$ cat config.mk
export PLATFORM = sky130hd
export DESIGN_NAME = stopwatch_bcd_flat
export DESIGN_NICKNAME = d
export VERILOG_FILES = /design/src/rtl/stopwatch_bcd_if.sv /design/src/rtl/stopwatch_bcd.sv /design/src/flat_wrapper.sv
export SDC_FILE = /design/constraint.sdc
export NUM_CORES = 1
export LEC_CHECK = 0
export ABC_AREA = 0
export CORE_MARGIN = 3
export CORE_UTILIZATION = 25
export DETAILED_ROUTE_END_ITERATION = 16
export PLACE_DENSITY = 0.51
export SKIP_CTS_REPAIR_TIMING = 1
export SYNTH_ARGS = -nofsm -noshare
export SYNTH_HDL_FRONTEND = slang
export SYNTH_SLANG_ARGS = --single-unit
$ cat constraint.sdc
create_clock -name Clock -period 2.2 [get_ports Clock]
set_input_delay 0.33 -clock Clock [delete_from_list [all_inputs] [get_ports Clock]]
set_output_delay 0.33 -clock Clock [all_outputs]
set_load 0.005 [all_outputs]
$ cat src/rtl/stopwatch_bcd_if.sv
// Stopwatch command/status bundle: command pulses in, count and display out.
interface stopwatch_bcd_if;
    logic        tick;
    logic        start_stop;
    logic        clear;
    logic        lap;
    logic        running;
    logic        overflow;
    logic [23:0] disp;
    logic [6:0]  HEX0;
    logic [6:0]  HEX1;
    logic [6:0]  HEX2;
    logic [6:0]  HEX3;
    logic [6:0]  HEX4;
    logic [6:0]  HEX5;

    modport master (
        output tick, start_stop, clear, lap,
        input  running, overflow, disp, HEX0, HEX1, HEX2, HEX3, HEX4, HEX5
    );

    modport slave (
        input  tick, start_stop, clear, lap,
        output running, overflow, disp, HEX0, HEX1, HEX2, HEX3, HEX4, HEX5
    );
endinterface

$ cat src/rtl/stopwatch_bcd.sv
// BCD stopwatch mm:ss.cc with run/pause/lap control, sticky overflow on
// wrap from 59:59.99 and six seven-segment digit decoders.
module stopwatch_bcd #(
    parameter bit HEX_ACTIVE_LOW = 1'b1
) (
    input logic            Clock,
    input logic            Reset,
    stopwatch_bcd_if.slave bus
);

    typedef enum logic [1:0] {StIdle, StRun, StPause, StLap} state_e;

    state_e      state_q, state_d;
    logic [23:0] cnt_q, cnt_d;
    logic [23:0] lap_q, lap_d;
    logic        ovf_q, ovf_d;
    logic        count_en;
    logic        wrap;
    logic [23:0] shown;

    // Active-high segment pattern, bit0 = a .. bit6 = g.
    function automatic logic [6:0] seg7(input logic [3:0] d);
        logic [6:0] s;
        unique case (d)
            4'd0:    s = 7'h3F;
            4'd1:    s = 7'h06;
            4'd2:    s = 7'h5B;
            4'd3:    s = 7'h4F;
            4'd4:    s = 7'h66;
            4'd5:    s = 7'h6D;
            4'd6:    s = 7'h7D;
            4'd7:    s = 7'h07;
            4'd8:    s = 7'h7F;
            4'd9:    s = 7'h6F;
            default: s = 7'h00;
        endcase
        return HEX_ACTIVE_LOW ? ~s : s;
    endfunction

    // Largest legal value of digit i (seconds and minutes tens stop at 5).
    function automatic logic [3:0] digit_max(input int i);
        return (i == 3 || i == 5) ? 4'd5 : 4'd9;
    endfunction

    // Ticks count in RUN/LAP using the current state, so the edge leaving
    // RUN/LAP still counts and the edge entering RUN does not.
    assign count_en = bus.tick && (state_q == StRun || state_q == StLap) && !bus.clear;

    // State register.
    always_ff @(posedge Clock or posedge Reset) begin
        if (Reset) state_q <= StIdle;
        else       state_q <= state_d;
    end

    // Next state: clear beats start_stop beats lap.
    always_comb begin
        state_d = state_q;
        if (bus.clear) begin
            state_d = StIdle;
        end else if (bus.start_stop) begin
            unique case (state_q)
                StIdle, StPause: state_d = StRun;
                StRun, StLap:    state_d = StPause;
                default:         state_d = StIdle;
            endcase
        end else if (bus.lap) begin
            if (state_q == StRun)      state_d = StLap;
            else if (state_q == StLap) state_d = StRun;
        end
    end

    // Outputs: display selects the lap latch only while frozen.
    always_comb begin
        bus.running  = (state_q == StRun) || (state_q == StLap);
        bus.overflow = ovf_q;
        shown        = (state_q == StLap) ? lap_q : cnt_q;
        bus.disp     = shown;
        bus.HEX0     = seg7(shown[3:0]);
        bus.HEX1     = seg7(shown[7:4]);
        bus.HEX2     = seg7(shown[11:8]);
        bus.HEX3     = seg7(shown[15:12]);
        bus.HEX4     = seg7(shown[19:16]);
        bus.HEX5     = seg7(shown[23:20]);
    end

    // Ripple BCD increment; a carry out of the top digit is the wrap.
    always_comb begin
        logic carry;
        cnt_d = cnt_q;
        carry = count_en;
        if (bus.clear) begin
            cnt_d = '0;
            carry = 1'b0;
        end else begin
            for (int i = 0; i < 6; i++) begin
                if (carry) begin
                    if (cnt_q[4*i +: 4] >= digit_max(i)) begin
                        cnt_d[4*i +: 4] = 4'd0;
                    end else begin
                        cnt_d[4*i +: 4] = cnt_q[4*i +: 4] + 4'd1;
                        carry = 1'b0;
                    end
                end
            end
        end
        wrap = carry;
    end

    // Lap latch captures the pre-increment count on RUN->LAP; overflow is sticky.
    always_comb begin
        lap_d = lap_q;
        ovf_d = ovf_q | wrap;
        if (bus.clear) begin
            lap_d = '0;
            ovf_d = 1'b0;
        end else if (!bus.start_stop && bus.lap && state_q == StRun) begin
            lap_d = cnt_q;
        end
    end

    // Datapath registers.
    always_ff @(posedge Clock or posedge Reset) begin
        if (Reset) begin
            cnt_q <= '0;
            lap_q <= '0;
            ovf_q <= 1'b0;
        end else begin
            cnt_q <= cnt_d;
            lap_q <= lap_d;
            ovf_q <= ovf_d;
        end
    end

endmodule

$ cat src/flat_wrapper.sv
// flat-port wrapper written by rule: the top's interface ports become plain ports
module stopwatch_bcd_flat 
#(
    parameter bit HEX_ACTIVE_LOW = 1'b1
)
  (Clock, Reset, bus_tick, bus_start_stop, bus_clear, bus_lap, bus_running, bus_overflow, bus_disp, bus_HEX0, bus_HEX1, bus_HEX2, bus_HEX3, bus_HEX4, bus_HEX5);
  stopwatch_bcd_if bus_i ();
  input logic Clock;
  input logic Reset;
  input wire logic [$bits(bus_i.tick)-1:0] bus_tick;
  input wire logic [$bits(bus_i.start_stop)-1:0] bus_start_stop;
  input wire logic [$bits(bus_i.clear)-1:0] bus_clear;
  input wire logic [$bits(bus_i.lap)-1:0] bus_lap;
  output wire logic [$bits(bus_i.running)-1:0] bus_running;
  output wire logic [$bits(bus_i.overflow)-1:0] bus_overflow;
  output wire logic [$bits(bus_i.disp)-1:0] bus_disp;
  output wire logic [$bits(bus_i.HEX0)-1:0] bus_HEX0;
  output wire logic [$bits(bus_i.HEX1)-1:0] bus_HEX1;
  output wire logic [$bits(bus_i.HEX2)-1:0] bus_HEX2;
  output wire logic [$bits(bus_i.HEX3)-1:0] bus_HEX3;
  output wire logic [$bits(bus_i.HEX4)-1:0] bus_HEX4;
  output wire logic [$bits(bus_i.HEX5)-1:0] bus_HEX5;
  assign bus_i.tick = bus_tick;
  assign bus_i.start_stop = bus_start_stop;
  assign bus_i.clear = bus_clear;
  assign bus_i.lap = bus_lap;
  assign bus_running = bus_i.running;
  assign bus_overflow = bus_i.overflow;
  assign bus_disp = bus_i.disp;
  assign bus_HEX0 = bus_i.HEX0;
  assign bus_HEX1 = bus_i.HEX1;
  assign bus_HEX2 = bus_i.HEX2;
  assign bus_HEX3 = bus_i.HEX3;
  assign bus_HEX4 = bus_i.HEX4;
  assign bus_HEX5 = bus_i.HEX5;
  stopwatch_bcd #(.HEX_ACTIVE_LOW(HEX_ACTIVE_LOW)) u_core (.Clock(Clock), .Reset(Reset), .bus(bus_i));
endmodule
Yosys cells after proc, flatten, opt, wreduce, memory -nomap -nowiden. Memories as Yosys holds them, arrays and structs flattened. Cells that the tools add are included.

Register bits after elaboration: 51. Logic and storage cells: 98. ROM bits: 672. Bits of input ports: 6. Output and inout port bits: 68. Memories: 6. Bits in latches: 0. Memory bits (writable): 0.

Memories: (name not given) (depth 16, width 7, read ports 1, clocked after memory_dff 0, write ports 0, RTL line stopwatch_bcd.sv:24) `unique case (d)`; (name not given) (depth 16, width 7, read ports 1, clocked after memory_dff 0, write ports 0, RTL line stopwatch_bcd.sv:24); (name not given) (depth 16, width 7, read ports 1, clocked after memory_dff 0, write ports 0, RTL line stopwatch_bcd.sv:24); (name not given) (depth 16, width 7, read ports 1, clocked after memory_dff 0, write ports 0, RTL line stopwatch_bcd.sv:24); (name not given) (depth 16, width 7, read ports 1, clocked after memory_dff 0, write ports 0, RTL line stopwatch_bcd.sv:24); (name not given) (depth 16, width 7, read ports 1, clocked after memory_dff 0, write ports 0, RTL line stopwatch_bcd.sv:24).

Multiplexer cells: 41. Add/sub/neg operators: 6. $mul: 0. Magnitude comparators: 6. Divide/modulo/power cells: 0. Bitwise operators: 7. Reduce and logical (&&, ||, !) cells: 20. Shifts and indexed selects: 0. Equality and inequality tests: 3.

Operators by type and width (number): two-way mux 24 bit (4); two-way mux 4 bit (12); inverter 7 bit (6); adder 4 x 1 -> 4 bit (second input constant) (6); two-way mux 1 bit (19); >= comparator 4 bit (second input constant) (4); nonzero test 2 bit (7); two-way mux 2 bit (5); >= comparator 4 x 3 -> 1 bit (second input constant) (2); == test 2 bit (second input constant) (2); logical AND 1 bit (4); one-hot mux 2 bit (2 select lines) (1); nonzero test 4 bit (1); OR reduction 2 bit (2); nonzero test 3 bit (1); == test 2 x 1 -> 1 bit (second input constant) (1); zero test 1 bit (2); zero test 2 bit (1); AND reduction 2 bit (1); logical OR 1 bit (1); bitwise OR 1 bit (1).

Depth between registers and ports, before layout.
Depth after elaboration: 18. Mapped depth: 9. Depth with buffers taken out: 7.

Least setup slack after synthesis. No wires, ideal clock.

Kind: reg-to-output. Start point: register u_core.state_q[0]. End point: output bus_HEX1[4]. Data required time: 1.870 ns. Data arrival time: 1.962 ns. Path slack: -0.092 ns. Cell stages (with the launch flop): 10. Buffers on the path: 2. Cell sequence: dfrtp_1 buf_2 nand2_2 buf_2 mux2i_1 inv_1 ha_1 nand2_1 a21oi_1 a31oi_1.

Longest elaborated chain between the ends: 4.

RTL lines: from (decl) (RTL line stopwatch_bcd.sv:13) `state_e state_q, state_d;`; from (signal assigned) (RTL line stopwatch_bcd.sv:51) `if (Reset) state_q <= StIdle;`; from (signal assigned) (RTL line stopwatch_bcd.sv:52) `else state_q <= state_d;`; == test 2 bit (RTL line stopwatch_bcd.sv:76) `shown = (state_q == StLap) ? lap_q : cnt_q;`; two-way mux 24 bit (RTL line stopwatch_bcd.sv:76); named net bus_disp[5] (RTL line flat_wrapper.sv:16) `output wire logic [$bits(bus_i.disp)-1:0] bus_disp;`; memory (16 x 7 bit); inverter 7 bit (RTL line stopwatch_bcd.sv:37) `return HEX_ACTIVE_LOW ? ~s : s;`; to (decl) (RTL line flat_wrapper.sv:18) `output wire logic [$bits(bus_i.HEX1)-1:0] bus_HEX1;`.

The timed path passes the listed nets, and every way through them passes these cells.

Worst setup path in the final report.
Start point: register u_core.state_q[1]. End point: output bus_HEX3[3].

Longest elaborated chain between the ends: 4.

RTL lines: == test 2 bit (RTL line stopwatch_bcd.sv:76); two-way mux 24 bit (RTL line stopwatch_bcd.sv:76); memory (16 x 7 bit); inverter 7 bit (RTL line stopwatch_bcd.sv:37); to (decl) (RTL line flat_wrapper.sv:20) `output wire logic [$bits(bus_i.HEX3)-1:0] bus_HEX3;`.

No other way between the ends.

==> metrics.txt <==
top_reg_cell synth dfrtp_1; combinational family with the most area after synthesis simple AND/OR/NAND/NOR gates; io pins 74; Crit Path Class reg -> out; maximum clock rate 409 MHz; Post-Place Cells 843; Synth Area in XOR/XNOR 0.00446; total power 1.93 mW; fin crit share 1.11; syn nets 535; RSZ-0062 raised after global routing true; drt pass-1 iters 4; Initial Util 0.257; number of flops mapped to enable cells by yosys 0; Critical Path Source Type flop; Total Routing Usage GR 0.116; CTS max path bufs 2; maximum vdd ir drop 281 uV; Die Span X 131 microns; final weighted congestion in routability-driven placement 0.885; FF-to-FF Start u_core.cnt_q[1]; fin crit period 2440 ps; share of cells above drive strength 1 0.457; Synth Instances 481; WL/cell 13.2 microns; final hold vios 0; placed cell area 5610 sq um; WL final 12.1 mm; Synth Area in Adders 0.153; synthesized cell area 3930 sq um; max-cap violations 0; first-pass GRT wire length 17.5 mm; Critical Path Sink Type output port; initial drt markers 166; Via-to-Cell Ratio 4.58; number of global-route vias before repair 3895; final core utilization 0.451; Ys Warns 0; Place WS -263 ps; failing checks setup timing; reg-to-reg slack, setup 60 ps; area delta synth->final 75.4%; largest net degree at the start of global routing 52; Critical Path Fanout Max 6; Die Ht 131 microns; Worst-Skew Late Latency 290 ps; gr ovfl total 0; number of setup violations in the final report 43; CTS H-tree lvls 2; Final WS setup -245 ps; root buffer cell clkbuf_16; Nets 755; num rows 45; post-synthesis mux area share 0.0784; Detail Route Antenna Nets 0; Worst-path clk slew 70 ps; Slew @ Worst Pin 585 ps; post-synthesis simple-gate area fraction 0.193; worst r2r dst u_core.cnt_q[21]; post-synthesis compound-gate area fraction 0.188; Final Skew 7.27 ps; FF-to-FF path depth 8; via count 4185; Yosys reg bits 51; Pins Over Slew Limit 0; CTS tree built; Port Buf Inserts 73; drt drc 0; post-synth cell types 45; Pwr per Cell Area 280 nW/um^2; sequential area share after synthesis 0.325; Post-Layout Cell Count 913; # clock sinks 51; n_diodes 0; dpl hpwl 7.63 mm; Finished Cell Area 6890 sq um; Core Area 15300 sq um; ys async rst share 1.00; syn_area_per_cell 8.16 sq um; status finished, violations left; cts bufs inserted 5; critical path arrival 2110 ps; Max-slew headroom 0.609; Hold Crit Class in -> async; WP data required 1870 ps; initial antenna violation count 0; area of the die 17200 sq um; leakage power 3.62 nW
[registers in the layout, summed over array words and instances, names as in the netlist]
name	count
u_core.state_q	2
u_core.cnt_q	24
u_core.lap_q	24
u_core.bus.overflow	1
[cells in the final DEF, fill, tap and decap left out, drive strengths merged, types with 2 or more instances in the layout]
master / count
o21a: 8
inv: 38
nand4: 4
a41oi: 3
mux2i: 30
o22a: 4
o32ai: 2
o21ai: 24
nand4b: 2
dlymetal6s2s: 25
clkbuf: 23
a21oi: 72
buf: 181
clkdlybuf4s50: 6
nor2: 38
a31oi: 2
nand2: 83
xnor2: 2
nand3: 9
dfrtp: 51
nor3: 7
ha: 48
nor2b: 4
nand3b: 3
nand2b: 6
o31ai: 7
clkinv: 2
clkinvlp: 5
[cells by family after synthesis]
logic type,after synthesis
and+or+nand+nor,163
muxes,30
AOI/OAI and AO/OA,128
xor gates and xnor gates,2
DFF,51
buffers and inverters,59
adders and majority gates,48
[worst max-delay path, cell delays in order (launching register included)]
cell      delay [ps]
dfrtp_1          410
nand2_4          130
buf_12           130
buf_8            120
buf_6            100
mux2i_4          270
buf_6            140
nor2_4            40
o21a_1           210
a21oi_1          140
clkbuf_2         140
[synth_stat cells (2+ instances only)]
cell | instances | area, sq um
mux2i_2 | 2 | 27.5
o21a_1 | 8 | 60.1
o22a_1 | 4 | 35.0
ha_1 | 48 | 601
o21ai_0 | 22 | 110
buf_2 | 3 | 15.0
nand4_1 | 4 | 25.0
dfrtp_1 | 51 | 1280
inv_1 | 41 | 154
o31ai_1 | 7 | 52.6
nor2b_1 | 4 | 25.0
clkinv_1 | 2 | 7.51
xnor2_1 | 2 | 17.5
a21oi_1 | 72 | 360
nor2_1 | 37 | 139
nand4b_1 | 2 | 17.5
nand3b_1 | 3 | 22.5
nand3_1 | 9 | 45.0
nand2b_1 | 6 | 37.5
nand2_1 | 82 | 308
clkbuf_1 | 12 | 45.0
nor3_1 | 6 | 30.0
a41oi_1 | 3 | 26.3
o21ai_1 | 2 | 10.0
a31oi_1 | 2 | 12.5
mux2i_1 | 28 | 280
[stage by stage]
step,hold slack [ps],setup TNS [ps]
3_3_place_gp,509,-6340
3_5_place_dp,514,-7380
6_report,421,-6670
2_1_floorplan,476,-7.30
4_1_cts,445,-23930
5_1_grt,458,-11400
[routing by layer]
metal	GRT usage	up-vias	part of all wire
met3	0.0276	16	0.035
met1	0.137	2009	0.41
met5	0	-	0
met2	0.216	76	0.54
met4	0.0216	0	0.014
li1	-	2084	-
[how the worst max path moves through the flow]
stage	from	endpoint	slack, ps	cells after the start
2_1_floorplan	u_core.state_q[0]	bus_HEX2[5]	-4	8
3_3_place_gp	u_core.state_q[0]	bus_HEX0[3]	-220	8
3_5_place_dp	u_core.state_q[0]	bus_HEX3[3]	-260	9
4_1_cts	u_core.state_q[0]	bus_HEX0[4]	-580	9
5_1_grt	u_core.state_q[1]	bus_HEX4[3]	-360	11
6_report	u_core.state_q[1]	bus_HEX3[3]	-240	10
[power breakdown]
| group | total, mW | switching [mW] | leakage, nW | internal [mW] |
|---|---|---|---|---|
| combinational | 0.223 | 0.115 | 2.85 | 0.108 |
| sequential | 0.947 | 0.00455 | 0.706 | 0.942 |
| clock | 0.760 | 0.340 | 0.0669 | 0.420 |
[area by class of cell]
class,instances,area [sq um]
Fill cell,1443,8370
Multi-Input combinational cell,371,2990
Timing Repair Buffer,229,2020
Sequential cell,51,1280
Tap cell,211,264
Inverter,43,189
Clock buffer,6,129
Clock inverter,2,12.5
(Power assumes the default switching activity.)
